$ cat src/rtl/multicycle_ctrl_pkg.sv
// Shared types and encodings for the multicycle RV32I control slice.
package multicycle_ctrl_pkg;

  typedef enum logic [3:0] {
    S_FETCH    = 4'd0,
    S_DECODE   = 4'd1,
    S_MEMADR   = 4'd2,
    S_MEMREAD  = 4'd3,
    S_MEMWB    = 4'd4,
    S_MEMWRITE = 4'd5,
    S_EXECR    = 4'd6,
    S_EXECI    = 4'd7,
    S_ALUWB    = 4'd8,
    S_BEQ      = 4'd9,
    S_JAL      = 4'd10,
    S_TRAP     = 4'd11
  } state_t;

  localparam logic [6:0] OP_LW  = 7'd3;
  localparam logic [6:0] OP_SW  = 7'd35;
  localparam logic [6:0] OP_R   = 7'd51;
  localparam logic [6:0] OP_I   = 7'd19;
  localparam logic [6:0] OP_BEQ = 7'd99;
  localparam logic [6:0] OP_JAL = 7'd111;

  localparam logic [1:0] RES_ALUOUT    = 2'b00;
  localparam logic [1:0] RES_DATA      = 2'b01;
  localparam logic [1:0] RES_ALURESULT = 2'b10;

  localparam logic [1:0] SRCA_PC    = 2'b00;
  localparam logic [1:0] SRCA_OLDPC = 2'b01;
  localparam logic [1:0] SRCA_RS1   = 2'b10;

  localparam logic [1:0] SRCB_RS2  = 2'b00;
  localparam logic [1:0] SRCB_IMM  = 2'b01;
  localparam logic [1:0] SRCB_FOUR = 2'b10;

  localparam logic [1:0] ALUOP_ADD   = 2'b00;
  localparam logic [1:0] ALUOP_SUB   = 2'b01;
  localparam logic [1:0] ALUOP_FUNCT = 2'b10;

  localparam logic [1:0] IMM_I = 2'b00;
  localparam logic [1:0] IMM_S = 2'b01;
  localparam logic [1:0] IMM_B = 2'b10;
  localparam logic [1:0] IMM_J = 2'b11;

  // Immediate format depends only on the opcode, not on the phase.
  function automatic logic [1:0] imm_src_of(input logic [6:0] op);
    case (op)
      OP_SW:   return IMM_S;
      OP_BEQ:  return IMM_B;
      OP_JAL:  return IMM_J;
      default: return IMM_I;
    endcase
  endfunction

endpackage

$ cat src/rtl/multicycle_ctrl_if.sv
// Control <-> datapath bundle: instruction fields and flags in, selects and enables out.
interface multicycle_ctrl_if;
  logic [6:0] op;
  logic [2:0] funct3;
  logic       funct7b5;
  logic       zero;
  logic       mem_ready;

  logic       mem_req;
  logic       adr_src;
  logic       ir_write;
  logic       mem_write;
  logic       reg_write;
  logic       pc_write;
  logic [1:0] result_src;
  logic [1:0] alu_src_a;
  logic [1:0] alu_src_b;
  logic [1:0] imm_src;
  logic [2:0] alu_control;
  logic       illegal;
  logic       mem_fault;
  logic [3:0] state_dbg;

  modport master (
    input  op, funct3, funct7b5, zero, mem_ready,
    output mem_req, adr_src, ir_write, mem_write, reg_write, pc_write,
           result_src, alu_src_a, alu_src_b, imm_src, alu_control,
           illegal, mem_fault, state_dbg
  );

  modport slave (
    output op, funct3, funct7b5, zero, mem_ready,
    input  mem_req, adr_src, ir_write, mem_write, reg_write, pc_write,
           result_src, alu_src_a, alu_src_b, imm_src, alu_control,
           illegal, mem_fault, state_dbg
  );
endinterface

$ cat src/rtl/multicycle_ctrl_aludec.sv
// ALU decoder carried over from the single-cycle control unit.
module multicycle_ctrl_aludec (
  input  logic       opb5,
  input  logic       funct7b5,
  input  logic [1:0] aluop,
  input  logic [2:0] funct3,
  output logic [2:0] alu_control
);

  logic rtype_sub;
  assign rtype_sub = opb5 & funct7b5;

  // Map ALUOp/funct fields onto the ALU operation code.
  always_comb begin
    alu_control = 3'b000;
    case (aluop)
      2'b00: alu_control = 3'b000;
      2'b01: alu_control = 3'b001;
      default: begin
        case (funct3)
          3'b000:  alu_control = rtype_sub ? 3'b001 : 3'b000;
          3'b010:  alu_control = 3'b101;
          3'b110:  alu_control = 3'b011;
          3'b111:  alu_control = 3'b010;
          default: alu_control = 3'b000;
        endcase
      end
    endcase
  end

endmodule

$ cat src/rtl/multicycle_ctrl.sv
// Multicycle RV32I sequencing FSM with memory-ready wait, timeout and sticky traps.
//
//   state    | meaning
//   ---------+---------------------------------------------------
//   FETCH    | read instruction at PC, PC+4 into PC on mem_ready
//   DECODE   | compute branch target, dispatch on opcode
//   MEMADR   | rs1 + imm address for lw/sw
//   MEMREAD  | load access, wait for mem_ready
//   MEMWB    | write loaded data to register file
//   MEMWRITE | store access, mem_write held until mem_ready
//   EXECR    | R-type ALU op on rs1, rs2
//   EXECI    | I-type ALU op on rs1, imm
//   ALUWB    | write ALUOut to register file
//   BEQ      | compare rs1/rs2, take branch on zero
//   JAL      | jump to target, PC+4 kept for link writeback
//   TRAP     | absorbing; illegal opcode or memory timeout
module multicycle_ctrl
  import multicycle_ctrl_pkg::*;
#(
  parameter int MEM_TIMEOUT = 0,
  parameter int TO_W        = 8
) (
  input logic clk,
  input logic reset_n,
  multicycle_ctrl_if.master bus
);

  state_t          state, state_next;
  logic [TO_W-1:0] to_cnt;
  logic            timeout_hit, mem_wait;
  logic            illegal_q, fault_q, illegal_set, fault_set;

  logic       mem_req_c, adr_src_c, ir_write_c, mem_write_c, reg_write_c;
  logic       pc_update, branch;
  logic [1:0] result_src_c, alu_src_a_c, alu_src_b_c, aluop;

  assign timeout_hit = (MEM_TIMEOUT != 0) && (to_cnt == TO_W'(MEM_TIMEOUT));
  assign mem_wait    = ((state == S_FETCH) || (state == S_MEMREAD) || (state == S_MEMWRITE))
                       && !bus.mem_ready;

  // State register.
  always_ff @(posedge clk or negedge reset_n) begin
    if (!reset_n) state <= S_FETCH;
    else          state <= state_next;
  end

  // Wait counter: counts stalled cycles in a memory state, clears on any progress or state change.
  always_ff @(posedge clk or negedge reset_n) begin
    if (!reset_n)
      to_cnt <= '0;
    else if ((MEM_TIMEOUT != 0) && mem_wait && (state_next == state))
      to_cnt <= to_cnt + TO_W'(1);
    else
      to_cnt <= '0;
  end

  // Sticky trap flags, cleared only by reset.
  always_ff @(posedge clk or negedge reset_n) begin
    if (!reset_n) begin
      illegal_q <= 1'b0;
      fault_q   <= 1'b0;
    end else begin
      illegal_q <= illegal_q | illegal_set;
      fault_q   <= fault_q | fault_set;
    end
  end

  // Next-state and per-state datapath controls.
  always_comb begin
    state_next   = state;
    mem_req_c    = 1'b0;
    adr_src_c    = 1'b0;
    ir_write_c   = 1'b0;
    mem_write_c  = 1'b0;
    reg_write_c  = 1'b0;
    pc_update    = 1'b0;
    branch       = 1'b0;
    result_src_c = RES_ALUOUT;
    alu_src_a_c  = SRCA_PC;
    alu_src_b_c  = SRCB_RS2;
    aluop        = ALUOP_ADD;
    illegal_set  = 1'b0;
    fault_set    = 1'b0;
    case (state)
      S_FETCH: begin
        mem_req_c    = 1'b1;
        alu_src_a_c  = SRCA_PC;
        alu_src_b_c  = SRCB_FOUR;
        result_src_c = RES_ALURESULT;
        if (bus.mem_ready) begin
          ir_write_c = 1'b1;
          pc_update  = 1'b1;
          state_next = S_DECODE;
        end else if (timeout_hit) begin
          state_next = S_TRAP;
          fault_set  = 1'b1;
        end
      end
      S_DECODE: begin
        alu_src_a_c = SRCA_OLDPC;
        alu_src_b_c = SRCB_IMM;
        case (bus.op)
          OP_LW, OP_SW: state_next = S_MEMADR;
          OP_R:         state_next = S_EXECR;
          OP_I:         state_next = S_EXECI;
          OP_BEQ:       state_next = S_BEQ;
          OP_JAL:       state_next = S_JAL;
          default: begin
            state_next  = S_TRAP;
            illegal_set = 1'b1;
          end
        endcase
      end
      S_MEMADR: begin
        alu_src_a_c = SRCA_RS1;
        alu_src_b_c = SRCB_IMM;
        state_next  = (bus.op == OP_LW) ? S_MEMREAD : S_MEMWRITE;
      end
      S_MEMREAD: begin
        mem_req_c = 1'b1;
        adr_src_c = 1'b1;
        if (bus.mem_ready) begin
          state_next = S_MEMWB;
        end else if (timeout_hit) begin
          state_next = S_TRAP;
          fault_set  = 1'b1;
        end
      end
      S_MEMWB: begin
        result_src_c = RES_DATA;
        reg_write_c  = 1'b1;
        state_next   = S_FETCH;
      end
      S_MEMWRITE: begin
        mem_req_c   = 1'b1;
        adr_src_c   = 1'b1;
        mem_write_c = 1'b1;
        if (bus.mem_ready) begin
          state_next = S_FETCH;
        end else if (timeout_hit) begin
          state_next = S_TRAP;
          fault_set  = 1'b1;
        end
      end
      S_EXECR: begin
        alu_src_a_c = SRCA_RS1;
        alu_src_b_c = SRCB_RS2;
        aluop       = ALUOP_FUNCT;
        state_next  = S_ALUWB;
      end
      S_EXECI: begin
        alu_src_a_c = SRCA_RS1;
        alu_src_b_c = SRCB_IMM;
        aluop       = ALUOP_FUNCT;
        state_next  = S_ALUWB;
      end
      S_ALUWB: begin
        reg_write_c = 1'b1;
        state_next  = S_FETCH;
      end
      S_BEQ: begin
        alu_src_a_c = SRCA_RS1;
        alu_src_b_c = SRCB_RS2;
        aluop       = ALUOP_SUB;
        branch      = 1'b1;
        state_next  = S_FETCH;
      end
      S_JAL: begin
        alu_src_a_c = SRCA_OLDPC;
        alu_src_b_c = SRCB_FOUR;
        pc_update   = 1'b1;
        state_next  = S_ALUWB;
      end
      S_TRAP:  state_next = S_TRAP;
      default: state_next = S_FETCH;
    endcase
  end

  multicycle_ctrl_aludec u_aludec (
    .opb5        (bus.op[5]),
    .funct7b5    (bus.funct7b5),
    .aluop       (aluop),
    .funct3      (bus.funct3),
    .alu_control (bus.alu_control)
  );

  // Enables are forced low while reset is held so nothing leaks out of FETCH during reset.
  assign bus.mem_req    = reset_n & mem_req_c;
  assign bus.ir_write   = reset_n & ir_write_c;
  assign bus.mem_write  = reset_n & mem_write_c;
  assign bus.reg_write  = reset_n & reg_write_c;
  assign bus.pc_write   = reset_n & (pc_update | (branch & bus.zero));
  assign bus.adr_src    = adr_src_c;
  assign bus.result_src = result_src_c;
  assign bus.alu_src_a  = alu_src_a_c;
  assign bus.alu_src_b  = alu_src_b_c;
  assign bus.imm_src    = imm_src_of(bus.op);
  assign bus.illegal    = illegal_q;
  assign bus.mem_fault  = fault_q;
  assign bus.state_dbg  = state;

endmodule

$ cat src/flat_wrapper.sv
// flat-port wrapper written by rule: the top's interface ports become plain ports
module multicycle_ctrl_flat import multicycle_ctrl_pkg::*;
#(
  parameter int MEM_TIMEOUT = 0,
  parameter int TO_W        = 8
)
  (clk, reset_n, bus_op, bus_funct3, bus_funct7b5, bus_zero, bus_mem_ready, bus_mem_req, bus_adr_src, bus_ir_write, bus_mem_write, bus_reg_write, bus_pc_write, bus_result_src, bus_alu_src_a, bus_alu_src_b, bus_imm_src, bus_alu_control, bus_illegal, bus_mem_fault, bus_state_dbg);
  multicycle_ctrl_if bus_i ();
  input logic clk;
  input logic reset_n;
  input wire logic [$bits(bus_i.op)-1:0] bus_op;
  input wire logic [$bits(bus_i.funct3)-1:0] bus_funct3;
  input wire logic [$bits(bus_i.funct7b5)-1:0] bus_funct7b5;
  input wire logic [$bits(bus_i.zero)-1:0] bus_zero;
  input wire logic [$bits(bus_i.mem_ready)-1:0] bus_mem_ready;
  output wire logic [$bits(bus_i.mem_req)-1:0] bus_mem_req;
  output wire logic [$bits(bus_i.adr_src)-1:0] bus_adr_src;
  output wire logic [$bits(bus_i.ir_write)-1:0] bus_ir_write;
  output wire logic [$bits(bus_i.mem_write)-1:0] bus_mem_write;
  output wire logic [$bits(bus_i.reg_write)-1:0] bus_reg_write;
  output wire logic [$bits(bus_i.pc_write)-1:0] bus_pc_write;
  output wire logic [$bits(bus_i.result_src)-1:0] bus_result_src;
  output wire logic [$bits(bus_i.alu_src_a)-1:0] bus_alu_src_a;
  output wire logic [$bits(bus_i.alu_src_b)-1:0] bus_alu_src_b;
  output wire logic [$bits(bus_i.imm_src)-1:0] bus_imm_src;
  output wire logic [$bits(bus_i.alu_control)-1:0] bus_alu_control;
  output wire logic [$bits(bus_i.illegal)-1:0] bus_illegal;
  output wire logic [$bits(bus_i.mem_fault)-1:0] bus_mem_fault;
  output wire logic [$bits(bus_i.state_dbg)-1:0] bus_state_dbg;
  assign bus_i.op = bus_op;
  assign bus_i.funct3 = bus_funct3;
  assign bus_i.funct7b5 = bus_funct7b5;
  assign bus_i.zero = bus_zero;
  assign bus_i.mem_ready = bus_mem_ready;
  assign bus_mem_req = bus_i.mem_req;
  assign bus_adr_src = bus_i.adr_src;
  assign bus_ir_write = bus_i.ir_write;
  assign bus_mem_write = bus_i.mem_write;
  assign bus_reg_write = bus_i.reg_write;
  assign bus_pc_write = bus_i.pc_write;
  assign bus_result_src = bus_i.result_src;
  assign bus_alu_src_a = bus_i.alu_src_a;
  assign bus_alu_src_b = bus_i.alu_src_b;
  assign bus_imm_src = bus_i.imm_src;
  assign bus_alu_control = bus_i.alu_control;
  assign bus_illegal = bus_i.illegal;
  assign bus_mem_fault = bus_i.mem_fault;
  assign bus_state_dbg = bus_i.state_dbg;
  multicycle_ctrl #(.MEM_TIMEOUT(MEM_TIMEOUT), .TO_W(TO_W)) u_core (.clk(clk), .reset_n(reset_n), .bus(bus_i));
endmodule
$ cat config.mk
export PLATFORM = sky130hd
export DESIGN_NAME = multicycle_ctrl_flat
export DESIGN_NICKNAME = d
export VERILOG_FILES = /design/src/rtl/multicycle_ctrl_pkg.sv /design/src/rtl/multicycle_ctrl_if.sv /design/src/rtl/multicycle_ctrl_aludec.sv /design/src/rtl/multicycle_ctrl.sv /design/src/flat_wrapper.sv
export SDC_FILE = /design/constraint.sdc
export NUM_CORES = 1
export LEC_CHECK = 0
export BUFFER_PORTS_ARGS = -buffer_cell sky130_fd_sc_hd__buf_2
export CAP_MARGIN = 40
export CELL_PAD_IN_SITES_DETAIL_PLACEMENT = 1
export CELL_PAD_IN_SITES_GLOBAL_PLACEMENT = 2
export CORE_MARGIN = 4
export CORE_UTILIZATION = 22
export DETAILED_ROUTE_END_ITERATION = 6
export GPL_ROUTABILITY_DRIVEN = 0
export GPL_TIMING_DRIVEN = 0
export PLACE_DENSITY = 0.83
export SLEW_MARGIN = 10
export SYNTH_ARGS = -nofsm -noshare
export SYNTH_HDL_FRONTEND = slang
export SYNTH_SLANG_ARGS = --single-unit
$ cat constraint.sdc
create_clock -name clk -period 3.7 [get_ports clk]
set_input_delay 0.555 -clock clk [delete_from_list [all_inputs] [get_ports clk]]
set_output_delay 0.555 -clock clk [all_outputs]
set_load 0.02 [all_outputs]
Word-level counts from Yosys, hierarchy flattened
Cells that the tools add are included.
{ "word_totals": {"reg_bits": 5, "inputBits": 15} }
{ "classes": {"n_eq_ne": 24, "n_mux": 24, "n_bitwise": 9, "n_reduce_logical": 15} }
{ "ops": {"columns": ["operator", "count"], "rows": [
  ["case mux 4 bit (7 select lines)", 1],
  ["case mux 4 bit (5 select lines)", 1],
  ["== test 4 x 3 -> 1 bit, second input constant", 4],
  ["== test 4 bit, second input constant", 4],
  ["case mux 2 bit (2 select lines)", 4],
  ["== test 7 x 6 -> 1 bit, second input constant", 2],
  ["== test 7 bit, second input constant", 2],
  ["2-to-1 mux 4 bit", 3],
  ["case mux 3 bit (4 select lines)", 1],
  ["OR reduction 2 bit", 6],
  ["2-to-1 mux 1 bit", 10],
  ["OR reduction 3 bit", 3],
  ["== test 4 x 2 -> 1 bit, second input constant", 2],
  ["bitwise AND 1 bit", 7],
  ["== test 7 x 2 -> 1 bit, second input constant", 1],
  ["== test 7 x 5 -> 1 bit, second input constant", 1],
  ["== test 3 bit, second input constant", 2],
  ["!= test 2 bit, second input constant", 3],
  ["case mux 2 bit (3 select lines)", 1],
  ["case mux 3 bit (2 select lines)", 1],
  ["OR reduction 6 bit", 1],
  ["== test 4 x 1 -> 1 bit, second input constant", 1],
  ["logical NOT 4 bit", 1],
  ["OR reduction 4 bit", 1],
  ["8 further kinds", 9]
]} }

Depth between registers and ports, before layout
Gate-level depths: netlist of run 1.
{ "logic_depth": {"depth_word": 5, "mapped_depth": 6, "mapped_depth_nobuf": 5} }

Modules after synthesis
Synthesis of run 1 repeated with hierarchy kept, for this count alone.
{ "hier_totals": {"cells_unflattened": 96, "hier_area_um2": 669.4} }
{ "by_module_without_submodules": {"columns": ["module", "instances", "cells_per_inst", "area_each_um2", "seq_area_each_um2"], "rows": [
  ["multicycle_ctrl", 1, 89, 626.9, 125.1],
  ["multicycle_ctrl_aludec", 1, 7, 42.5, 0.0]
]} }

Worst setup path after synthesis of run 1
Ideal clock, no wire load.
{ "synth_path": {"kind": "register to output", "from": "register u_core.state[3], in the netlist u_core.bus.state_dbg[3]", "to": "output port bus_pc_write", "arrival_ps": 1999, "slack_ps": 1146, "path_stages_with_launch": 5, "path_buffers": 1, "cell_sequence": "dfrtp_1 -> buf_2 -> nor4_1 -> and3_1 -> or2_2"} }
{ "synth_between": {"elab_chain_cells": 5} }
{ "synth_lines": {"columns": ["item", "line_no", "text"], "rows": [
  ["from (decl)", "multicycle_ctrl.sv:28", "state_t state, state_next;"],
  ["from (signal assigned)", "multicycle_ctrl.sv:44", "else state <= state_next;"],
  ["== test 4 bit", "multicycle_ctrl.sv:84", "case (state)"],
  ["2-to-1 mux 1 bit", "multicycle_ctrl.sv:84", null],
  ["bitwise AND 1 bit", "multicycle_ctrl.sv:192", "assign bus.pc_write = reset_n & (pc_update | (branch & bus.zero));"],
  ["OR 1 bit *", "multicycle_ctrl.sv:192", null],
  ["bitwise AND 1 bit *", "multicycle_ctrl.sv:192", null],
  ["to (decl)", "flat_wrapper.sv:21", "output wire logic [$bits(bus_i.pc_write)-1:0] bus_pc_write;"]
]} }
Every way passes the cells marked *; elsewhere a longest branch is shown, timed or not.

Final worst setup path of run 1
{ "layout_path": {"from": "register u_core.state[1], in the netlist u_core.bus.state_dbg[1]", "to": "output port bus_alu_control[0]"} }
{ "layout_between": {"elab_chain_cells": 5} }
{ "layout_lines": {"columns": ["item", "line_no", "text"], "rows": [
  ["== test 4 x 3 -> 1 bit", "multicycle_ctrl.sv:84", null],
  ["OR reduction 2 bit (no line)", null, null],
  ["case mux 2 bit (2 select lines) *", "multicycle_ctrl.sv:84", null],
  ["== test 2 x 1 -> 1 bit / logical NOT 2 bit (equally long branches)", "multicycle_ctrl_aludec.sv:16", "case (aluop)"],
  ["case mux 3 bit (2 select lines) *", "multicycle_ctrl_aludec.sv:16", null],
  ["to (decl)", "flat_wrapper.sv:26", "output wire logic [$bits(bus_i.alu_control)-1:0] bus_alu_control;"]
]} }
Marks and branches as above.

==> results of run 1 <==
path summary, 6_finish.rpt:
| kind | slack, ns | endpoint |
|---|---|---|
| worst max-delay path | 1.41 | bus_alu_control[0] |
| worst min-delay path | 0.14 | u_core.bus.state_dbg[3]$_DFFE_PN0P_ |
| worst max register to register | 2.21 | u_core.bus.state_dbg[0]$_DFFE_PN0P_ |
| worst min register to register | 0.47 | u_core.bus.illegal$_DFF_PN0_ |
| max in group asynchronous | 3.37 | u_core.bus.illegal$_DFF_PN0_ |
| min in group clk | 0.47 | u_core.bus.illegal$_DFF_PN0_ |
through the flow:
step / hold slack [ns] / util / instance area (um2) / cells
floorplan: 0.259 / - / 663 / 102
global placement: 0.411 / 0.312 / 882 / 169
detailed placement: 0.419 / 0.312 / 882 / 169
CTS: 0.152 / 0.321 / 908 / 173
global route: 0.161 / 0.321 / 908 / 173
finish: 0.144 / 0.321 / 908 / 173
flip-flops by register name, summed over array words and instances, names as in the netlist:
signal / flops
u_core.bus.state_dbg: 4
u_core.bus.illegal: 1
per-layer routing:
metal | track usage | vias to the layer above
li1 | - | 441
met3 | 0.0288 | 5
met5 | 0 | -
met2 | 0.242 | 27
met4 | 0.0413 | 0
met1 | 0.160 | 427
worst register-to-register path, cell delays in order, from the launching register on:
cell	delay, ns
dfrtp_1	0.39
buf_6	0.14
nand2b_4	0.17
nor3_1	0.29
o21ai_0	0.21
a31oi_1	0.19
power breakdown:
group,switching [uW],internal (uW)
sequential,22.5,73.0
clock,26.1,41.0
combinational,355,196
total,404,310
cell usage after synthesis, drive strengths merged:
cell type  count  area (um2)
a21oi          8        40.0
a221oi         1        8.76
a31o           1        8.76
a31oi          5        31.3
and2           1        6.26
and2b          1        7.51
and3           2        12.5
buf            5        36.3
clkbuf         2        7.51
conb           1        3.75
dfrtp          5         125
inv            3        11.3
nand2          9        33.8
nand2b         8        57.6
nand3          1        5.00
nand3b         1        7.51
nand4          1        6.26
nor2          17        63.8
nor2b          1        6.26
nor3          11        55.1
nor3b          4        35.0
nor4           1        6.26
o21ai          5        25.0
o221ai         1        8.76
o22ai          1        6.26
o32ai          1        8.76
o41ai          1        8.76
or2            1        6.26
or3            1        6.26
xnor2          1        8.76
xor2           1        8.76
final cells by class:
| type | instances | area, um2 |
|---|---|---|
| plain buffers | 7 | 43.8 |
| clock buffers | 4 | 26.3 |
| fillers | 381 | 1920 |
| inverters | 3 | 11.3 |
| multi-input cells | 87 | 483 |
| flip-flops and latches | 5 | 125 |
| well taps | 31 | 38.8 |
| repair buffers | 36 | 180 |
cells by family (layout without fill, tap and decap cells):
kind of cell	Yosys count	in the layout
buffers and inverters	10	50
AND/OR/NAND/NOR	60	60
other	1	1
AO/OA/AOI/OAI	24	24
XOR/XNOR	2	2
flip-flops	5	5
==> impl_metrics.py, run 1 <==
metrics = {
    "status": {
        "run_status": "finished clean",
    },
    "worst_setup_path": {
        "crit_type": "reg -> out",
        "setup.worst_path.start": "u_core.bus.state_dbg[1]$_DFFE_PN0P_",
        "required_ns": 3.14,
        "slowest_stage": "clkbuf_1",
        "critPathLaunchType": "flip-flop",
        "crit_fanout": 10,
        "crit_cells": 5,
        "end_kind": "output port",
        "crit_buf_inv": 3,
        "worstPathArrival_ns": 1.74,
        "crit_family": "buffers and inverters",
        "r2r-start": "u_core.bus.state_dbg[1]$_DFFE_PN0P_",
        "slowest_delay_ns": 0.40,
        "ff2ff_path_depth": 5,
        "crit_chain": "buf_6 -> clkbuf_1 -> nand2_1 -> o32ai_1 -> buf_2",
    },
    "logic_synthesis": {
        "synth_top_family_by_area": "simple AND/OR/NAND/NOR gates",
        "ys_ff_latch": 5,
        "synth_compound_area_frac": 0.221,
        "syn_inst": 102,
        "synth_fa_ha_area_frac": 0,
        "synthDistinctLibCells": 35,
        "synth_simple_gate_area_share": 0.475,
        "synth_nets": 117,
        "syn_avg_cell_area_um2": 6.50,
        "yosysSeqAreaShare": 0.189,
        "synth.area.mux_share": 0,
        "synth-xor-area-share": 0.0264,
        "synth_area_um2": 663,
        "yosysWarnings": 0,
    },
    "clock_network": {
        "clkLatencyLatePin_ns": 0.25,
        "clk_pin_slew_ns": 0.05,
        "cts_tree": "done",
        "cts_root_buf": "clkbuf_4",
        "clockBufferDepth": 2,
        "clock_sinks": 5,
        "postCtsResizedCells": 0,
        "cts_buffers": 3,
        "ctsHoldBuffers": 0,
        "post_cts.repair.setup_buffers": 0,
        "cts-htree-levels": 1,
    },
    "pwr": {
        "peakVddDrop_v": 0.000142,
        "powerDensity_mw_per_mm2": 785,
        "p_leak_uw": 0.000450,
        "p_total_uw": 713,
    },
    "grt": {
        "grt_pass1_vias": 928,
        "grt_pass1_wl_um": 4400,
        "grt_antenna_before_repair": 0,
        "overflow": 0,
        "grtUsageTotal": 0.136,
        "grt_max_degree": 11,
    },
    "route": {
        "drc": 0,
        "routed.top_layer": "met4",
        "wl_um": 2590,
        "vias_per_cell": 5.20,
        "ant_nets": 0,
        "met3_length_um": 141,
        "wl_per_cell_um": 15.0,
        "wl_met2_um": 1290,
        "first_iter_violations": 32,
        "first_pass_iters": 4,
        "num_vias": 900,
        "m1WireLength_um": 1120,
    },
    "placed_design": {
        "dp_hpwl_um": 2070,
        "io_buffers": 36,
        "pre_cts_slack_ns": 1.66,
    },
    "final_layout": {
        "nets": 158,
        "area_growth_pct": 37.0,
        "drive_gt1_frac": 0.338,
        "num_antenna_cells": 0,
        "final_cell_mix": "buf_2, nor2_1, nor3_1",
        "final_common_cell": "buf_2",
    },
    "die": {
        "rows": 19,
        "die_w_um": 62.9,
        "core_area_mm2": 0.00283,
        "die_area_mm2": 0.00396,
        "start_util": 0.234,
        "die_h_um": 62.9,
        "io_pins": 38,
    },
    "sta": {
        "drv_slew": 0,
        "finalHoldViolations": 0,
        "setup_violations": 0,
        "max_freq_ghz": 0.437,
        "rsz0062_at_grt": "no",
        "fin_tns_setup_ns": 0,
        "period_needed_ns": 2.29,
        "finalWorstSetupSlack_ns": 1.41,
        "fin_crit_sh": 0.619,
        "finClkSkew_ns": 0.00671,
    },
    "min_path": {
        "hold_path_class": "in -> async",
    },
    "flow_run": {
        "max_cap_viol_count": 0,
    },
}
(Power assumes the default switching activity.)
==> run 2: changes to the inputs <==
--- a/config.mk
+++ b/config.mk
@@ -5,16 +5,17 @@
 export SDC_FILE = /design/constraint.sdc
 export NUM_CORES = 1
 export LEC_CHECK = 0
+export ABC_AREA = 1
 export BUFFER_PORTS_ARGS = -buffer_cell sky130_fd_sc_hd__buf_2
 export CAP_MARGIN = 40
 export CELL_PAD_IN_SITES_DETAIL_PLACEMENT = 1
 export CELL_PAD_IN_SITES_GLOBAL_PLACEMENT = 2
 export CORE_MARGIN = 4
-export CORE_UTILIZATION = 22
+export CORE_UTILIZATION = 18
 export DETAILED_ROUTE_END_ITERATION = 6
 export GPL_ROUTABILITY_DRIVEN = 0
 export GPL_TIMING_DRIVEN = 0
-export PLACE_DENSITY = 0.83
+export PLACE_DENSITY = 0.77
 export SLEW_MARGIN = 10
 export SYNTH_ARGS = -nofsm -noshare
 export SYNTH_HDL_FRONTEND = slang
==> constraint.sdc (replaced) <==
create_clock -name clk -period 2.3 [get_ports clk]
set_input_delay 0.345 -clock clk [delete_from_list [all_inputs] [get_ports clk]]
set_output_delay 0.345 -clock clk [all_outputs]
set_load 0.02 [all_outputs]
==> run 2 against run 1 <==
Compared with the run above:
- clock skew down 0.0050 ns
- clock power increased by 48%
- count of clock-buffer cells in the layout did not move
- sequential power rose by 72%
- critical endpoint is now bus_reg_write
==> impl_metrics.py, run 2 <==
metrics = {
    "worst_setup_path": {
        "required_ns": 1.96,
        "crit_chain": "dlygate4sd3_1 -> buf_2 -> inv_1 -> a211oi_1 -> buf_2",
        "slowest_stage": "dlygate4sd3_1",
        "crit_fanout": 7,
        "crit_family": "buffers and inverters",
        "crit_buf_inv": 4,
        "critPathLaunchType": "input pin",
        "worstPathArrival_ns": 1.57,
        "ff2ff_setup_slack_ns": 1.02,
        "crit_type": "in -> out",
        "slowest_delay_ns": 0.51,
        "cp_common_cell": "buf_2",
        "end_kind": "output port",
    },
    "logic_synthesis": {
        "synth_common_cells": "nand2_1, inv_1, nor2_1",
        "synth_compound_area_frac": 0.0858,
        "synth_simple_gate_area_share": 0.542,
        "ys_ff_latch": 5,
        "yosysSeqAreaShare": 0.209,
        "ys.flop_type": "dfrtp_1",
        "synth.area.mux_share": 0,
        "yosys.area.top_type_share": 0.209,
        "synthDistinctLibCells": 23,
        "synthArstFlopShare": 1.00,
        "yosys.cell_count.top_type": "nand2_1",
        "syn_inst": 108,
        "synth_fa_ha_area_frac": 0,
        "synth-xor-area-share": 0,
        "synth_top_area_cell": "dfrtp_1",
        "synth_top_family_by_area": "simple AND/OR/NAND/NOR gates",
        "yosysWarnings": 0,
        "synth_nets": 123,
        "ys_top_cells_by_area": "dfrtp_1, nand2_1, inv_1, nor2_1, nand3_1",
        "synth_enable_flop_cells": 0,
        "synth_area_um2": 598,
        "syn_avg_cell_area_um2": 5.54,
    },
    "die": {
        "core_area_mm2": 0.00313,
        "io_pins": 38,
        "rows": 20,
        "start_util": 0.191,
        "die_h_um": 65.6,
        "die_area_mm2": 0.00431,
        "die_w_um": 65.6,
    },
    "sta": {
        "max_freq_ghz": 0.522,
        "fin_crit_sh": 0.833,
        "finClkSkew_ns": 0.00171,
        "finalHoldViolations": 0,
        "drv_slew": 0,
        "setup_violations": 0,
        "period_needed_ns": 1.91,
        "hold_ws_ns": 0.441,
        "fin_tns_setup_ns": 0,
        "rsz0062_at_grt": "no",
    },
    "clock_network": {
        "cts_root_buf": "clkbuf_4",
        "clk_pin_slew_ns": 0.04,
        "clockBufferDepth": 2,
        "post_cts.repair.setup_buffers": 0,
        "clkLatencyLatePin_ns": 0.23,
        "clock_sinks": 5,
        "cts_buffers": 3,
        "postCtsResizedCells": 0,
        "cts-htree-levels": 1,
        "cts_tree": "done",
    },
    "flow_run": {
        "max_cap_viol_count": 0,
    },
    "final_layout": {
        "final_cell_mix": "buf_2, nand2_1, inv_1",
        "seqCellArea_um2": 125,
        "largest_register_ffs": 4,
        "final_common_cell": "buf_2",
        "nets": 165,
        "area_growth_pct": 45.4,
        "drive_gt1_frac": 0.362,
        "num-fill-cells": 420,
        "design_area_um2": 870,
        "num_antenna_cells": 0,
        "multi_input_area_um2": 379,
    },
    "route": {
        "first_pass_iters": 4,
        "wl_per_cell_um": 10.2,
        "drc": 0,
        "first_iter_violations": 10,
        "ant_nets": 0,
        "wl_um": 1970,
        "num_vias": 773,
        "vias_per_cell": 4.01,
    },
    "pwr": {
        "p_int_uw": 405,
        "p_leak_uw": 0.000551,
        "switchingPower_uw": 552,
        "powerDensity_mw_per_mm2": 1100,
        "combPwrFrac": 0.725,
        "swShare": 0.577,
        "peakVddDrop_v": 0.000312,
        "seqPwrFrac": 0.171,
        "p_total_uw": 957,
        "p_clk_frac": 0.104,
    },
    "grt": {
        "grt_pass1_wl_um": 3310,
        "grtUsageTotal": 0.0967,
        "grt_pass1_vias": 798,
        "grt_max_degree": 8,
        "grtUsageMet2": 0.175,
        "overflow": 0,
        "grt_busiest_layer": "met2",
        "globalRouteMet1Util": 0.115,
        "grt_antenna_before_repair": 0,
        "met3_usage": 0.0137,
    },
    "min_path": {
        "hold_path_class": "in -> reg",
    },
    "placed_design": {
        "io_buffers": 36,
        "dp_hpwl_um": 1790,
        "placed_cell_area_um2": 833,
    },
    "status": {
        "run_status": "finished clean",
    },
}
## run 2: cell count changes in the layout (fill, tap and decap cells not counted), moves of 3 or more
| cell | delta |
|---|---|
| nand2b_1 | -7 |
| nand3_1 | +5 |
| nand2_1 | +24 |
| nor2_2 | +4 |
| a31oi_1 | -4 |
| nor3b_1 | -3 |
| a21oi_1 | -6 |
| nor3_1 | -8 |
| inv_2 | +3 |
| inv_1 | +16 |
## run 2: per-layer routing
metal  share of wire  vias to the layer above  routed length [um]
li1                -                      409                   -
met1            0.45                      345                 893
met2            0.50                       19                 985
met3           0.047                        0                  92
met4               0                        0                   0
met5               0                        -                   0
## run 2: worst paths after layout
kind | from | endpoint | depth (start not counted)
worst min register to register | u_core.bus.illegal$_DFF_PN0_ | u_core.bus.illegal$_DFF_PN0_ | 2
worst max register to register | u_core.bus.state_dbg[1]$_DFFE_PN0P_ | u_core.bus.state_dbg[0]$_DFFE_PN0P_ | 8
max in group asynchronous | reset_n | u_core.bus.state_dbg[1]$_DFFE_PN0P_ | 2
min in group asynchronous | reset_n | u_core.bus.state_dbg[2]$_DFFE_PN0P_ | 2
worst min-delay path | bus_mem_ready | u_core.bus.state_dbg[1]$_DFFE_PN0P_ | 4
worst max-delay path | reset_n | bus_reg_write | 5
## run 2: repair_timing
item	4_1_cts	5_1_grt
hold buffers	1	0
hold endpoints to repair	5	0
endpoints found under the setup margin	0	0
## run 2: cells by family (layout without fill, tap and decap cells)
logic type	Yosys count	count (layout)
flops	5	5
simple gates	69	69
compound gates	9	9
other cells	1	1
buf+inv	24	65
## run 2: worst register-to-register path: cells and delay by family (launching register included)
family                 cells  cell delay, ns
flip-flops                 1            0.46
AO/OA/AOI/OAI              2            0.22
AND/OR/NAND/NOR            5            0.42
buffers and inverters      1            0.09
## run 2: power groups by stage
stage / logic [uW] / registers, uW / clock network [uW]
floorplan: 458 / 191 / 0
global placement: 699 / 164 / 0
detailed placement: 709 / 166 / 0
CTS: 712 / 165 / 107
global route: 783 / 171 / 117
finish: 694 / 164 / 99.4
## run 2: metrics by stage
stage / cells / util / setup slack [ns]
2_1_floorplan: 108 / - / 0.453
3_3_place_gp: 188 / 0.266 / 0.715
3_5_place_dp: 188 / 0.266 / 0.691
4_1_cts: 193 / 0.278 / 0.366
5_1_grt: 193 / 0.278 / 0.288
6_report: 193 / 0.278 / 0.385
## run 2: cell type report
| cell class | count | share of cell area |
|---|---|---|
| clock buffer | 4 | 0.0302 |
| buffer | 1 | 0.00863 |
| sequential | 5 | 0.144 |
| inverter | 23 | 0.0993 |
| timing repair buffer | 37 | 0.219 |
| tap | 44 | 0.0633 |
| multi-input combinational | 79 | 0.436 |
